### config.mk
export PLATFORM = sky130hd
export DESIGN_NAME = mem_port_arbiter
export DESIGN_NICKNAME = d
export VERILOG_FILES = /design/src/rtl/pipeline_pkg.sv /design/src/rtl/starve_counter.sv /design/src/rtl/mem_port_arbiter.sv
export SDC_FILE = /design/constraint.sdc
export NUM_CORES = 1
export LEC_CHECK = 0
export ABC_AREA = 0
export BUFFER_PORTS_ARGS = -buffer_cell sky130_fd_sc_hd__buf_4
export CORE_MARGIN = 2
export CORE_UTILIZATION = 40
export DETAILED_ROUTE_END_ITERATION = 6
export GPL_TIMING_DRIVEN = 0
export HOLD_SLACK_MARGIN = 0.02
export PLACE_DENSITY = 0.7
export SLEW_MARGIN = 20
export SYNTH_ARGS = -nofsm -noshare
export SYNTH_HDL_FRONTEND = slang
export SYNTH_SLANG_ARGS = --single-unit
### constraint.sdc
create_clock -name clk -period 4.02 [get_ports clk]
set_clock_uncertainty 0.15 [all_clocks]
set_input_delay 0.804 -clock clk [delete_from_list [all_inputs] [get_ports clk]]
set_output_delay 0.804 -clock clk [all_outputs]
set_load 0.02 [all_outputs]
### src/rtl/pipeline_pkg.sv
// Shared pipeline definitions: arbiter FSM encoding and default bus widths.
package pipeline_pkg;

   localparam int ADDR_W_DEFAULT = 32;
   localparam int DATA_W_DEFAULT = 32;
   localparam int STARVE_CNT_W   = 4;

   typedef enum logic [1:0] {
      IDLE    = 2'd0,
      GNT_IF  = 2'd1,
      GNT_MEM = 2'd2
   } arb_state_t;

endpackage

### src/rtl/starve_counter.sv
// Saturating counter of consecutive MEM grants that overtook a waiting fetch.
module starve_counter #(
   parameter int MAX = 4,
   parameter int W   = 4
) (
   input  logic clk,
   input  logic rst,
   input  logic inc,
   input  logic clr,
   output logic at_max
);

   localparam logic [W-1:0] MAX_V = W'(MAX);

   logic [W-1:0] count;

   // Clear wins over increment so an IF grant always restarts the window.
   always_ff @(posedge clk or negedge rst) begin
      if (!rst) begin
         count <= '0;
      end else if (clr) begin
         count <= '0;
      end else if (inc && (count != MAX_V)) begin
         count <= count + 1'b1;
      end
   end

   assign at_max = (count == MAX_V);

endmodule

### src/rtl/mem_port_arbiter.sv
// Serialises IF and MEM stage requests onto one single-ported memory,
// MEM first unless the fetch side has been overtaken STARVE_MAX times.
module mem_port_arbiter
   import pipeline_pkg::*;
#(
   parameter int ADDR_W     = ADDR_W_DEFAULT,
   parameter int DATA_W     = DATA_W_DEFAULT,
   parameter int STARVE_MAX = 4
) (
   input  logic              clk,
   input  logic              rst,
   input  logic              if_req,
   input  logic [ADDR_W-1:0] if_addr,
   output logic [DATA_W-1:0] if_rdata,
   output logic              if_ack,
   input  logic              mem_req,
   input  logic              mem_we,
   input  logic [ADDR_W-1:0] mem_addr,
   input  logic [DATA_W-1:0] mem_wdata,
   output logic [DATA_W-1:0] mem_rdata,
   output logic              mem_ack,
   output logic              ram_req,
   output logic              ram_we,
   output logic [ADDR_W-1:0] ram_addr,
   output logic [DATA_W-1:0] ram_wdata,
   input  logic [DATA_W-1:0] ram_rdata,
   input  logic              ram_ready,
   output logic              stall_if,
   output logic              stall_mem
);

   arb_state_t state;
   logic       can_grant;
   logic       pick_if;
   logic       pick_mem;
   logic       starved;

   // The ack cycle is spent idle so a requester still showing its old
   // request while it sees the ack is not granted a second time.
   always_comb begin
      can_grant = (state == IDLE) && !if_ack && !mem_ack;
      pick_if   = can_grant && if_req && (!mem_req || starved);
      pick_mem  = can_grant && mem_req && !pick_if;
   end

   starve_counter #(
      .MAX (STARVE_MAX),
      .W   (STARVE_CNT_W)
   ) u_starve (
      .clk    (clk),
      .rst    (rst),
      .inc    (pick_mem && if_req),
      .clr    (pick_if),
      .at_max (starved)
   );

   always_ff @(posedge clk or negedge rst) begin
      if (!rst) begin
         state     <= IDLE;
         ram_req   <= 1'b0;
         ram_we    <= 1'b0;
         ram_addr  <= '0;
         ram_wdata <= '0;
         if_rdata  <= '0;
         mem_rdata <= '0;
         if_ack    <= 1'b0;
         mem_ack   <= 1'b0;
      end else begin
         if_ack  <= 1'b0;
         mem_ack <= 1'b0;
         case (state)
            IDLE: begin
               if (pick_if) begin
                  ram_req  <= 1'b1;
                  ram_we   <= 1'b0;
                  ram_addr <= if_addr;
                  state    <= GNT_IF;
               end else if (pick_mem) begin
                  ram_req   <= 1'b1;
                  ram_we    <= mem_we;
                  ram_addr  <= mem_addr;
                  ram_wdata <= mem_wdata;
                  state     <= GNT_MEM;
               end
            end
            GNT_IF: begin
               if (ram_ready) begin
                  ram_req  <= 1'b0;
                  if_rdata <= ram_rdata;
                  if_ack   <= 1'b1;
                  state    <= IDLE;
               end
            end
            GNT_MEM: begin
               if (ram_ready) begin
                  ram_req <= 1'b0;
                  if (!ram_we) begin
                     mem_rdata <= ram_rdata;
                  end
                  mem_ack <= 1'b1;
                  state   <= IDLE;
               end
            end
            default: begin
               ram_req <= 1'b0;
               state   <= IDLE;
            end
         endcase
      end
   end

   assign stall_if  = if_req  & ~if_ack;
   assign stall_mem = mem_req & ~mem_ack;

endmodule

==> results of run 1 <==
-- sequential cells by signal (all words and copies together) (netlist names) --
signal / flops
mem_ack: 1
ram_addr: 32
ram_we: 1
if_ack: 1
state: 2
if_rdata: 32
ram_req: 1
u_starve.count: 4
mem_rdata: 32
ram_wdata: 32
-- per-stage QoR --
stage / area, µm² / worst slack (ns) / instances / hold slack (ns) / utilization
after floorplan: 5810 / 1.76 / 366 / 0.322 / -
final: 8670 / 1.71 / 848 / 0.113 / 0.604
after global placement: 8040 / 1.45 / 816 / 0.331 / 0.559
after CTS: 8670 / 1.69 / 848 / 0.114 / 0.604
after detailed placement: 8070 / 1.56 / 817 / 0.339 / 0.562
after global routing: 8670 / 1.55 / 848 / 0.121 / 0.604
-- worst max-delay path by stage --
stage / from / endpoint / slack, ns
floorplan: mem_req / ram_addr[16] / 1.76
global placement: rst / ram_addr[22] / 1.45
detailed placement: if_req / ram_wdata[27] / 1.56
CTS: state[0] / ram_wdata[27] / 1.69
global route: state[0] / ram_wdata[27] / 1.55
finish: state[0] / ram_wdata[27] / 1.71
-- logic make-up after synthesis --
logic type                 Yosys count  share of synthesized area
AOI/OAI and AO/OA                   15                     0.0164
buffers and inverters               27                     0.0267
muxes                              162                      0.330
and+or+nand+nor                     19                     0.0220
adders and majority gates            5                     0.0108
DFF                                138                      0.594
-- critical path, cell delays in order (launching register included) --
cell                        delay (ns)
sky130_fd_sc_hd__dfrtp_1          0.41
sky130_fd_sc_hd__inv_1            0.09
sky130_fd_sc_hd__ha_1             0.27
sky130_fd_sc_hd__nand4bb_1        0.12
sky130_fd_sc_hd__clkbuf_2         0.17
sky130_fd_sc_hd__o21ai_2          0.35
sky130_fd_sc_hd__buf_4            0.27
sky130_fd_sc_hd__mux2_2           0.36
-- routing by layer --
layer	vias to the layer above	GRT usage	share of wire
li1	1870	-	-
met1	2071	0.223	0.39
met2	195	0.319	0.49
met3	23	0.0816	0.095
met4	0	0.0727	0.018
met5	-	0	0
-- placed cells by master, fill, tap and decap left out, types with 3 or more instances in the layout --
master,instances
sky130_fd_sc_hd__a21oi_1,3
sky130_fd_sc_hd__buf_1,3
sky130_fd_sc_hd__buf_2,6
sky130_fd_sc_hd__buf_4,269
sky130_fd_sc_hd__buf_6,4
sky130_fd_sc_hd__bufinv_16,3
sky130_fd_sc_hd__clkbuf_16,17
sky130_fd_sc_hd__clkinv_2,4
sky130_fd_sc_hd__clkinvlp_4,4
sky130_fd_sc_hd__dfrtp_1,138
sky130_fd_sc_hd__ha_1,5
sky130_fd_sc_hd__inv_1,8
sky130_fd_sc_hd__mux2_1,3
sky130_fd_sc_hd__mux2_2,132
sky130_fd_sc_hd__mux2_4,25
sky130_fd_sc_hd__nand3_1,4
sky130_fd_sc_hd__nor2b_1,3
sky130_fd_sc_hd__o22ai_1,3
-- report_power, final --
group | switching, µW | internal (µW)
logic | 1750 | 1930
clock network | 587 | 1000
registers | 391 | 2100
-- cell type report --
cell class | count | area (µm²)
Clock inverter | 12 | 149
Tap cell | 184 | 230
Multi-Input combinational cell | 201 | 2200
Clock buffer | 19 | 453
Fill cell | 1140 | 5700
Sequential cell | 138 | 3450
Buffer | 19 | 125
Inverter | 8 | 30.0
Timing Repair Buffer | 267 | 2030
==> flow_results.xml, run 1 <==
<?xml version="1.0" encoding="UTF-8"?>
<metrics>
  <group name="run_status">
    <metric name="run_status" unit="">complete, no violations</metric>
  </group>
  <group name="sta">
    <metric name="min_period" unit="ns">2.31</metric>
    <metric name="setup-violations-final" unit="">0</metric>
    <metric name="final_hold_viol_count" unit="">0</metric>
    <metric name="worst_max_slew_margin_expressed_relative_to_the_limit" unit="">0.611</metric>
    <metric name="max_clock_freq" unit="MHz">434</metric>
    <metric name="final.setup.tns" unit="ns">0</metric>
    <metric name="worstMarginPinSlew" unit="ns">0.584</metric>
    <metric name="slew_viols_final" unit="">0</metric>
    <metric name="final.period_utilization" unit="">0.574</metric>
    <metric name="rsz_0062_raised_after_global_routing" unit="">no</metric>
  </group>
  <group name="clock_network">
    <metric name="cts-root-to-sink-buffers" unit="">2</metric>
    <metric name="insertion_delay_to_the_later_sink_of_the_worst_skew_pair" unit="ns">0.41</metric>
    <metric name="cts-buffers-inserted" unit="">17</metric>
    <metric name="clock_slew_seen_by_the_registers_of_the_worst_setup_and_hold_paths" unit="ns">0.06</metric>
    <metric name="cts.sink_count" unit="">138</metric>
    <metric name="cts.hold.buffers_added" unit="">0</metric>
    <metric name="root_buffer" unit="">sky130_fd_sc_hd__clkbuf_16</metric>
    <metric name="count_of_instances_resized_after_the_clock_tree_is_built" unit="">0</metric>
    <metric name="cts_setup_buffers" unit="">0</metric>
    <metric name="clock_tree_from_tritoncts" unit="">built</metric>
    <metric name="cts.htree.levels" unit="">4</metric>
  </group>
  <group name="worst_setup_path">
    <metric name="worst-r2r-cell-count" unit="">7</metric>
    <metric name="setup.worst_path.class" unit="">flop to flop</metric>
    <metric name="worst_ep_arrival_time" unit="ns">2.45</metric>
    <metric name="regToRegSetupSlack" unit="ns">1.71</metric>
    <metric name="critical_path_required" unit="ns">4.16</metric>
    <metric name="crit-reg2reg-launch" unit="">state[0]</metric>
    <metric name="worstReg2RegEnd" unit="">ram_wdata[27]</metric>
    <metric name="critical_path_fanout_max" unit="">10</metric>
    <metric name="cp-end-kind" unit="">flop</metric>
    <metric name="type_of_origin_of_the_critical_path" unit="">flop</metric>
  </group>
  <group name="global_route">
    <metric name="global_route.overflow_total" unit="">0</metric>
    <metric name="grt_start_max_net_pins" unit="">100</metric>
    <metric name="grt_first_pass_wirelength" unit="µm">23500</metric>
    <metric name="globalRouteTotalUtil" unit="">0.193</metric>
    <metric name="grt_antenna_before_repair" unit="">0</metric>
    <metric name="number_of_global_route_vias_before_repair" unit="">4456</metric>
  </group>
  <group name="routing">
    <metric name="vias" unit="">4159</metric>
    <metric name="final_routed_drc_violation_total" unit="">0</metric>
    <metric name="totalWireLength" unit="µm">14800</metric>
    <metric name="route.detailed.vias_per_inst" unit="">4.90</metric>
    <metric name="drtAntennaViolNets" unit="">0</metric>
    <metric name="detail_route.first_pass.iterations" unit="">4</metric>
    <metric name="wl_per_cell" unit="µm">17.4</metric>
    <metric name="drt-initial-drc-count" unit="">134</metric>
  </group>
  <group name="power">
    <metric name="power_total" unit="µW">7750</metric>
    <metric name="leakage_power" unit="µW">0.00422</metric>
    <metric name="power-per-cell-area" unit="nW/µm²">894</metric>
    <metric name="ir_drop" unit="V">0.000509</metric>
  </group>
  <group name="synthesis">
    <metric name="synth-edff-count" unit="">0</metric>
    <metric name="cell_with_the_most_instances_after_synthesis" unit="">sky130_fd_sc_hd__dfrtp_1</metric>
    <metric name="synth.area.top_cells" unit="">sky130_fd_sc_hd__dfrtp_1, sky130_fd_sc_hd__mux2_2, sky130_fd_sc_hd__mux2_4, sky130_fd_sc_hd__ha_1, sky130_fd_sc_hd__buf_6</metric>
    <metric name="syn-mean-instance-area" unit="µm²">15.9</metric>
    <metric name="ys_types" unit="">32</metric>
    <metric name="yosysWarnings" unit="">0</metric>
    <metric name="synth_async_sr_flop_share" unit="">1.00</metric>
    <metric name="synth_top_area_share" unit="">0.594</metric>
    <metric name="yosys-top-cells-count" unit="">sky130_fd_sc_hd__dfrtp_1, sky130_fd_sc_hd__mux2_2, sky130_fd_sc_hd__mux2_4, sky130_fd_sc_hd__inv_1, sky130_fd_sc_hd__buf_2</metric>
    <metric name="ys_seq_elements" unit="">138</metric>
    <metric name="post_synthesis_cells" unit="">366</metric>
    <metric name="synth_fp_nets" unit="">505</metric>
    <metric name="synth_top_flop_cell" unit="">sky130_fd_sc_hd__dfrtp_1</metric>
    <metric name="mappedNetlistArea" unit="µm²">5810</metric>
    <metric name="yosys.area.top_type" unit="">sky130_fd_sc_hd__dfrtp_1</metric>
    <metric name="yosysSeqAreaShare" unit="">0.594</metric>
  </group>
  <group name="floorplanning">
    <metric name="core" unit="µm²">14400</metric>
    <metric name="floorplan.die.height" unit="µm">125</metric>
    <metric name="rows" unit="">44</metric>
    <metric name="dieArea" unit="µm²">15500</metric>
    <metric name="initial_core_util" unit="">0.404</metric>
    <metric name="die_x" unit="µm">125</metric>
    <metric name="pin_count" unit="">268</metric>
  </group>
  <group name="flow_run">
    <metric name="max_cap_viol_count" unit="">0</metric>
  </group>
  <group name="layout">
    <metric name="fin_nets" unit="">791</metric>
    <metric name="antennaDiodeCount" unit="">0</metric>
    <metric name="syn2layout_area_growth" unit="%">49.3</metric>
    <metric name="drive_gt1_frac" unit="">0.711</metric>
  </group>
  <group name="placement">
    <metric name="gp_routability_congestion" unit="">0.833</metric>
    <metric name="port-buffer-count" unit="">266</metric>
    <metric name="dpl.hpwl" unit="µm">11000</metric>
  </group>
  <group name="hold_path">
    <metric name="worst_hold_path_type" unit="">primary input to async pin</metric>
  </group>
</metrics>
No activity file was read; power rests on OpenSTA's default activity.
==> run 2, diff against run 1 <==
- clock period: 4.02 -> 2.2 ns (I/O delays scaled with it)
==> run 2 against run 1 <==
Critical path type unchanged; count of clock-buffer cells in the layout is the same; setup slack got worse by 1.6 ns; clock power rose by 82%; combinational power increased by 86%; critical path depth stayed put.
==> flow_results.xml, run 2 (synthesis results as in run 1) <==
<?xml version="1.0" encoding="UTF-8"?>
<metrics>
  <group name="layout">
    <metric name="final_util" unit="">0.611</metric>
    <metric name="commonest_cells_after_routing_fill_and_taps_aside" unit="">sky130_fd_sc_hd__buf_4, sky130_fd_sc_hd__dfrtp_1, sky130_fd_sc_hd__mux2_2</metric>
    <metric name="fin_nets" unit="">798</metric>
    <metric name="layout_commonest_cell" unit="">sky130_fd_sc_hd__buf_4</metric>
    <metric name="syn2layout_area_growth" unit="%">51.2</metric>
    <metric name="area.sequential" unit="µm²">3450</metric>
    <metric name="final_cell_count_no_fill" unit="">855</metric>
    <metric name="num-fill-cells" unit="">1127</metric>
    <metric name="drive_gt1_frac" unit="">0.718</metric>
    <metric name="antennaDiodeCount" unit="">0</metric>
    <metric name="multiInputGateArea" unit="µm²">2220</metric>
  </group>
  <group name="global_route">
    <metric name="grt_antenna_before_repair" unit="">0</metric>
    <metric name="grt_first_pass_wirelength" unit="µm">23500</metric>
    <metric name="globalRouteTotalUtil" unit="">0.193</metric>
    <metric name="number_of_global_route_vias_before_repair" unit="">4455</metric>
    <metric name="grt_start_max_net_pins" unit="">100</metric>
    <metric name="global_route.overflow_total" unit="">0</metric>
  </group>
  <group name="worst_setup_path">
    <metric name="critical_path_required" unit="ns">2.35</metric>
    <metric name="regToRegSetupSlack" unit="ns">0.09</metric>
    <metric name="cp_slowest_cell" unit="">sky130_fd_sc_hd__dfrtp_1</metric>
    <metric name="cp.buffers_inverters" unit="">3</metric>
    <metric name="type_of_origin_of_the_critical_path" unit="">flop</metric>
    <metric name="worstSetupEndpoint" unit="">ram_addr[29]</metric>
    <metric name="worstSetupPathDepth" unit="">7</metric>
    <metric name="critical_path_fanout_max" unit="">10</metric>
    <metric name="worstReg2RegEnd" unit="">ram_addr[29]</metric>
    <metric name="cp_slowest_stage_delay" unit="ns">0.42</metric>
    <metric name="setup.worst_path.class" unit="">flop to flop</metric>
    <metric name="crit-reg2reg-launch" unit="">state[0]</metric>
    <metric name="path_cells" unit="">inv_2 -&gt; ha_4 -&gt; and4bb_4 -&gt; buf_8 -&gt; buf_8 -&gt; mux2_4 -&gt; mux2_2</metric>
    <metric name="crit_path_max_delay_family" unit="">multiplexers</metric>
    <metric name="worst-r2r-cell-count" unit="">7</metric>
    <metric name="crit_path_frequent_cell" unit="">sky130_fd_sc_hd__buf_8</metric>
    <metric name="cp-end-kind" unit="">flop</metric>
    <metric name="setup.worst_path.start" unit="">state[0]</metric>
    <metric name="worst_ep_arrival_time" unit="ns">2.26</metric>
  </group>
  <group name="power">
    <metric name="leakage_power" unit="µW">0.00427</metric>
    <metric name="flop_pwr_share" unit="">0.318</metric>
    <metric name="cell_internal_pwr" unit="µW">9270</metric>
    <metric name="power.share.switching" unit="">0.352</metric>
    <metric name="comb_power_share" unit="">0.479</metric>
    <metric name="clock_group_share_of_total_power" unit="">0.203</metric>
    <metric name="power-per-cell-area" unit="nW/µm²">1630</metric>
    <metric name="ir_drop" unit="V">0.000931</metric>
    <metric name="switching_pwr" unit="µW">5030</metric>
  </group>
  <group name="run_status">
    <metric name="run_status" unit="">complete, no violations</metric>
  </group>
  <group name="clock_network">
    <metric name="cts.sink_count" unit="">138</metric>
    <metric name="cts.htree.levels" unit="">4</metric>
    <metric name="root_buffer" unit="">sky130_fd_sc_hd__clkbuf_16</metric>
    <metric name="cts-root-to-sink-buffers" unit="">2</metric>
    <metric name="insertion_delay_to_the_later_sink_of_the_worst_skew_pair" unit="ns">0.41</metric>
    <metric name="clock_tree_from_tritoncts" unit="">built</metric>
    <metric name="clock_slew_seen_by_the_registers_of_the_worst_setup_and_hold_paths" unit="ns">0.06</metric>
    <metric name="cts-buffers-inserted" unit="">17</metric>
  </group>
  <group name="sta">
    <metric name="max_clock_freq" unit="MHz">474</metric>
    <metric name="setup-violations-final" unit="">0</metric>
    <metric name="min_period" unit="ns">2.11</metric>
    <metric name="rsz_0062_raised_after_global_routing" unit="">no</metric>
    <metric name="postLayoutSetupSlackWorst" unit="ns">0.0895</metric>
    <metric name="final.period_utilization" unit="">0.959</metric>
    <metric name="worst_max_slew_margin_expressed_relative_to_the_limit" unit="">0.610</metric>
    <metric name="slew_viols_final" unit="">0</metric>
    <metric name="worstMarginPinSlew" unit="ns">0.577</metric>
    <metric name="final_hold_viol_count" unit="">0</metric>
  </group>
  <group name="placement">
    <metric name="gp_routability_congestion" unit="">0.833</metric>
    <metric name="place_ws" unit="ns">-0.116</metric>
    <metric name="dpl.hpwl" unit="µm">11000</metric>
    <metric name="placed_cells" unit="">817</metric>
    <metric name="port-buffer-count" unit="">266</metric>
  </group>
  <group name="floorplanning">
    <metric name="rows" unit="">44</metric>
    <metric name="floorplan.die.height" unit="µm">125</metric>
    <metric name="die_x" unit="µm">125</metric>
    <metric name="core" unit="µm²">14400</metric>
    <metric name="pin_count" unit="">268</metric>
    <metric name="dieArea" unit="µm²">15500</metric>
    <metric name="initial_core_util" unit="">0.404</metric>
  </group>
  <group name="routing">
    <metric name="drtAntennaViolNets" unit="">0</metric>
    <metric name="vias" unit="">4163</metric>
    <metric name="final_routed_drc_violation_total" unit="">0</metric>
    <metric name="route.detailed.vias_per_inst" unit="">4.87</metric>
    <metric name="drt-initial-drc-count" unit="">108</metric>
    <metric name="detail_route.first_pass.iterations" unit="">4</metric>
    <metric name="wl_per_cell" unit="µm">17.4</metric>
    <metric name="totalWireLength" unit="µm">14900</metric>
  </group>
  <group name="flow_run">
    <metric name="max_cap_viol_count" unit="">0</metric>
  </group>
  <group name="hold_path">
    <metric name="worst_hold_path_type" unit="">primary input to flop</metric>
  </group>
</metrics>
## run 2: worst register-to-register path, stage by stage, from the launching register on
cell and delay, ns:
sky130_fd_sc_hd__dfrtp_1 0.42, sky130_fd_sc_hd__inv_2 0.10, sky130_fd_sc_hd__ha_4 0.17, sky130_fd_sc_hd__and4bb_4 0.26, sky130_fd_sc_hd__buf_8 0.16, sky130_fd_sc_hd__buf_8 0.17
sky130_fd_sc_hd__mux2_4 0.31, sky130_fd_sc_hd__mux2_2 0.26
## run 2: repair_timing
item	4_1_cts	5_1_grt
setup endpoints to repair	47	76
pin swaps	1	1
hold endpoints to repair	39	0
hold buffers	1	0
gates resized for setup	3	14
setup buffers	0	6
## run 2: layer usage
layer	part of all wire	vias to the layer above	GRT usage
li1	-	1883	-
met1	0.40	2059	0.222
met2	0.49	198	0.319
met3	0.092	23	0.0816
met4	0.016	0	0.0727
met5	0	-	0
## run 2: area by class of cell
class                   instances  share of cell area
plain buffers                  19              0.0180
clock buffers                  19              0.0516
clock inverters                12              0.0170
inverters                       8             0.00342
multi-input cells             201               0.253
flip-flops and latches        138               0.393
well taps                     184              0.0262
repair buffers                274               0.238
## run 2: worst min path at each step
stage,start,endpoint,cells past startpoint
finish,mem_wdata[30],ram_wdata[30],2
global route,if_addr[6],ram_addr[6],2
CTS,mem_wdata[30],ram_wdata[30],2
detailed placement,rst,mem_rdata[26],1
global placement,ram_wdata[22],ram_wdata[22],1
floorplan,rst,if_ack,0
## run 2: per-stage QoR
stage | cell area, µm² | power [µW] | hold slack (ns) | setup TNS [ns]
after global placement | 8040 | 11100 | 0.331 | -0.905
after CTS | 8700 | 14400 | 0.0791 | -0.0000735
final | 8780 | 14300 | 0.0952 | 0
after global routing | 8780 | 15000 | 0.0878 | 0
after detailed placement | 8070 | 11400 | 0.197 | -3.25
after floorplan | 5810 | 8490 | -0.00559 | 0
## run 2: power groups by stage
stage	Clock [µW]	Combinational [µW]	Sequential (µW)
2_1_floorplan	0	2490	6000
3_3_place_gp	0	6670	4470
3_5_place_dp	0	6800	4570
4_1_cts	2970	6830	4560
5_1_grt	3090	7240	4710
6_report	2900	6850	4550
==> run 3, diff against run 2 <==
- HOLD_SLACK_MARGIN: 0.02 -> 0.05
- PLACE_DENSITY: 0.7 -> 0.71
- SYNTH_HIERARCHICAL: default -> 1
==> run 3 against run 2 <==
Cell count grew 1.1%; final area shrank 2.2%; global-route usage rose by 0.87 points; setup slack got worse by 0.035 ns; non-clock buffer count up 5; first-iteration DRC count grew 47%; synthesized area shrank 3.2%; power fell by 2.3%; worst hold slack better by 0.011 ns; highest routed layer unchanged.
==> flow_results.xml, run 3 <==
<?xml version="1.0" encoding="UTF-8"?>
<metrics>
  <group name="clock_network">
    <metric name="cts.sink_count" unit="">138</metric>
    <metric name="clock_slew_seen_by_the_registers_of_the_worst_setup_and_hold_paths" unit="ns">0.06</metric>
    <metric name="clock_tree_from_tritoncts" unit="">built</metric>
    <metric name="cts-buffers-inserted" unit="">17</metric>
    <metric name="cts.htree.levels" unit="">4</metric>
    <metric name="insertion_delay_to_the_later_sink_of_the_worst_skew_pair" unit="ns">0.41</metric>
    <metric name="cts-root-to-sink-buffers" unit="">2</metric>
    <metric name="root_buffer" unit="">sky130_fd_sc_hd__clkbuf_16</metric>
  </group>
  <group name="floorplanning">
    <metric name="rows" unit="">43</metric>
    <metric name="pin_count" unit="">268</metric>
    <metric name="core" unit="µm²">13800</metric>
    <metric name="dieArea" unit="µm²">15000</metric>
    <metric name="initial_core_util" unit="">0.407</metric>
    <metric name="die_x" unit="µm">123</metric>
    <metric name="floorplan.die.height" unit="µm">123</metric>
  </group>
  <group name="sta">
    <metric name="worstMarginPinSlew" unit="ns">0.600</metric>
    <metric name="min_period" unit="ns">2.15</metric>
    <metric name="max_clock_freq" unit="MHz">466</metric>
    <metric name="hold_ws" unit="ns">0.106</metric>
    <metric name="slew_viols_final" unit="">0</metric>
    <metric name="postLayoutSetupSlackWorst" unit="ns">0.0549</metric>
    <metric name="final_hold_viol_count" unit="">0</metric>
    <metric name="rsz_0062_raised_after_global_routing" unit="">yes</metric>
    <metric name="worst_max_slew_margin_expressed_relative_to_the_limit" unit="">0.598</metric>
    <metric name="setup-violations-final" unit="">0</metric>
    <metric name="final.period_utilization" unit="">0.975</metric>
  </group>
  <group name="global_route">
    <metric name="grt_antenna_before_repair" unit="">0</metric>
    <metric name="global_route.overflow_total" unit="">0</metric>
    <metric name="globalRouteTotalUtil" unit="">0.201</metric>
    <metric name="grt_first_pass_wirelength" unit="µm">22800</metric>
    <metric name="number_of_global_route_vias_before_repair" unit="">4464</metric>
    <metric name="grt_start_max_net_pins" unit="">72</metric>
  </group>
  <group name="synthesis">
    <metric name="post_synthesis_cells" unit="">378</metric>
    <metric name="syn-mean-instance-area" unit="µm²">14.9</metric>
    <metric name="synth-edff-count" unit="">0</metric>
    <metric name="synth_top_area_share" unit="">0.614</metric>
    <metric name="mappedNetlistArea" unit="µm²">5620</metric>
    <metric name="ys_seq_elements" unit="">138</metric>
    <metric name="yosys-top-cells-count" unit="">sky130_fd_sc_hd__dfrtp_1, sky130_fd_sc_hd__mux2_2, sky130_fd_sc_hd__o21bai_1, sky130_fd_sc_hd__o221a_1, sky130_fd_sc_hd__buf_2</metric>
    <metric name="cell_with_the_most_instances_after_synthesis" unit="">sky130_fd_sc_hd__dfrtp_1</metric>
    <metric name="yosysSeqAreaShare" unit="">0.614</metric>
    <metric name="yosysWarnings" unit="">6</metric>
    <metric name="ys_types" unit="">31</metric>
    <metric name="synth_async_sr_flop_share" unit="">1.00</metric>
    <metric name="synth.area.top_cells" unit="">sky130_fd_sc_hd__dfrtp_1, sky130_fd_sc_hd__mux2_2, sky130_fd_sc_hd__o221a_1, sky130_fd_sc_hd__o21bai_1, sky130_fd_sc_hd__buf_2</metric>
    <metric name="synth_top_flop_cell" unit="">sky130_fd_sc_hd__dfrtp_1</metric>
    <metric name="yosys.area.top_type" unit="">sky130_fd_sc_hd__dfrtp_1</metric>
    <metric name="synth_fp_nets" unit="">517</metric>
  </group>
  <group name="worst_setup_path">
    <metric name="crit-reg2reg-launch" unit="">state[1]</metric>
    <metric name="worst-r2r-cell-count" unit="">9</metric>
    <metric name="setup.worst_path.start" unit="">state[1]</metric>
    <metric name="worstReg2RegEnd" unit="">u_starve/count[3]</metric>
    <metric name="regToRegSetupSlack" unit="ns">0.05</metric>
    <metric name="type_of_origin_of_the_critical_path" unit="">flop</metric>
    <metric name="worst_ep_arrival_time" unit="ns">2.33</metric>
    <metric name="cp-end-kind" unit="">flop</metric>
    <metric name="critical_path_fanout_max" unit="">19</metric>
    <metric name="critical_path_required" unit="ns">2.39</metric>
    <metric name="setup.worst_path.class" unit="">flop to flop</metric>
  </group>
  <group name="hold_path">
    <metric name="hold_path_depth" unit="">2</metric>
    <metric name="hold_end" unit="">ram_wdata[22]</metric>
    <metric name="min_from" unit="">mem_wdata[22]</metric>
    <metric name="worst_hold_path_type" unit="">primary input to flop</metric>
  </group>
  <group name="power">
    <metric name="ir_drop" unit="V">0.000792</metric>
    <metric name="leakage_power" unit="µW">0.00413</metric>
    <metric name="power-per-cell-area" unit="nW/µm²">1630</metric>
  </group>
  <group name="routing">
    <metric name="detail_route.first_pass.iterations" unit="">4</metric>
    <metric name="totalWireLength" unit="µm">15500</metric>
    <metric name="final_routed_drc_violation_total" unit="">0</metric>
    <metric name="wl_per_cell" unit="µm">17.9</metric>
    <metric name="drt-initial-drc-count" unit="">159</metric>
    <metric name="vias" unit="">4311</metric>
    <metric name="drtAntennaViolNets" unit="">0</metric>
    <metric name="route.detailed.vias_per_inst" unit="">4.99</metric>
  </group>
  <group name="placement">
    <metric name="gp_routability_congestion" unit="">0.816</metric>
    <metric name="place_ws" unit="ns">-0.355</metric>
    <metric name="dpl.hpwl" unit="µm">11600</metric>
    <metric name="port-buffer-count" unit="">267</metric>
  </group>
  <group name="run_status">
    <metric name="run_status" unit="">complete, no violations</metric>
  </group>
  <group name="layout">
    <metric name="fin_nets" unit="">810</metric>
    <metric name="layout_commonest_cell" unit="">sky130_fd_sc_hd__buf_4</metric>
    <metric name="drive_gt1_frac" unit="">0.642</metric>
    <metric name="antennaDiodeCount" unit="">0</metric>
    <metric name="commonest_cells_after_routing_fill_and_taps_aside" unit="">sky130_fd_sc_hd__buf_4, sky130_fd_sc_hd__dfrtp_1, sky130_fd_sc_hd__mux2_2</metric>
    <metric name="syn2layout_area_growth" unit="%">52.8</metric>
  </group>
  <group name="flow_run">
    <metric name="max_cap_viol_count" unit="">0</metric>
  </group>
</metrics>
[run 3: what timing repair did]
action	4_1_cts	5_1_grt
resized for setup	8	7
hold buffers	1	0
buffers inserted	2	5
endpoints found under the hold margin	67	0
pin swaps	2	1
endpoints found under the setup margin	15	64
[run 3: area by class of cell]
type / instances / area (µm²)
flip-flops and latches: 138 / 3450
inverters: 11 / 41.3
fillers: 1109 / 5240
plain buffers: 22 / 154
clock inverters: 15 / 164
well taps: 180 / 225
multi-input cells: 205 / 2030
repair buffers: 276 / 2100
clock buffers: 17 / 425
[run 3: power breakdown]
group	total, µW	switching, µW	internal (µW)
Clock	2810	1130	1690
Sequential	4510	708	3800
Combinational	6660	3330	3330
Total	14000	5160	8810
[run 3: worst max-delay path by stage]
stage,endpoint,cells past startpoint,slack [ns]
6_report,u_starve/count[3],9,0.05
5_1_grt,u_starve/count[3],9,-0.02
4_1_cts,u_starve/count[3],12,-0.09
3_5_place_dp,u_starve/count[3],10,-0.35
3_3_place_gp,u_starve/count[3],10,-0.27
2_1_floorplan,u_starve/count[3],10,0.003
[run 3: routing by layer]
| layer | share of wire | GRT usage | wire length, µm | vias up |
|---|---|---|---|---|
| met4 | 0.020 | 0.0876 | 313 | 0 |
| met5 | 0 | 0 | 0 | - |
| met3 | 0.098 | 0.0804 | 1520 | 24 |
| met1 | 0.37 | 0.217 | 5710 | 2124 |
| li1 | - | - | - | 1975 |
| met2 | 0.51 | 0.348 | 7940 | 188 |
[run 3: metrics by stage]
step	util	setup TNS, ns	cells	power (µW)	instance area, µm²
after global routing	0.621	-0.0201	864	14700	8590
after CTS	0.618	-0.0946	861	14100	8550
after detailed placement	0.572	-0.609	826	11100	7910
final	0.621	0	864	14000	8590
after floorplan	-	0	378	8220	5640
after global placement	0.569	-0.276	825	10900	7870
[run 3: worst max-delay path, stage by stage (launching register included)]
cell	delay (ns)
sky130_fd_sc_hd__dfrtp_1	0.40
sky130_fd_sc_hd__inv_2	0.10
sky130_fd_sc_hd__ha_4	0.16
sky130_fd_sc_hd__nor3b_4	0.22
sky130_fd_sc_hd__nand3_2	0.12
sky130_fd_sc_hd__buf_6	0.19
sky130_fd_sc_hd__nor2_4	0.09
sky130_fd_sc_hd__nand4_1	0.10
sky130_fd_sc_hd__or3_4	0.39
sky130_fd_sc_hd__a21oi_2	0.15
[run 3: logic make-up (layout without fill, tap and decap cells)]
kind of cell | count (synthesis) | after routing | share of synthesized area
compound gates | 75 | 75 | 0.119
fa+ha+maj | 5 | 5 | 0.0111
buf+inv | 35 | 341 | 0.0336
flops | 138 | 138 | 0.614
mux | 96 | 96 | 0.192
simple gates | 29 | 29 | 0.0296
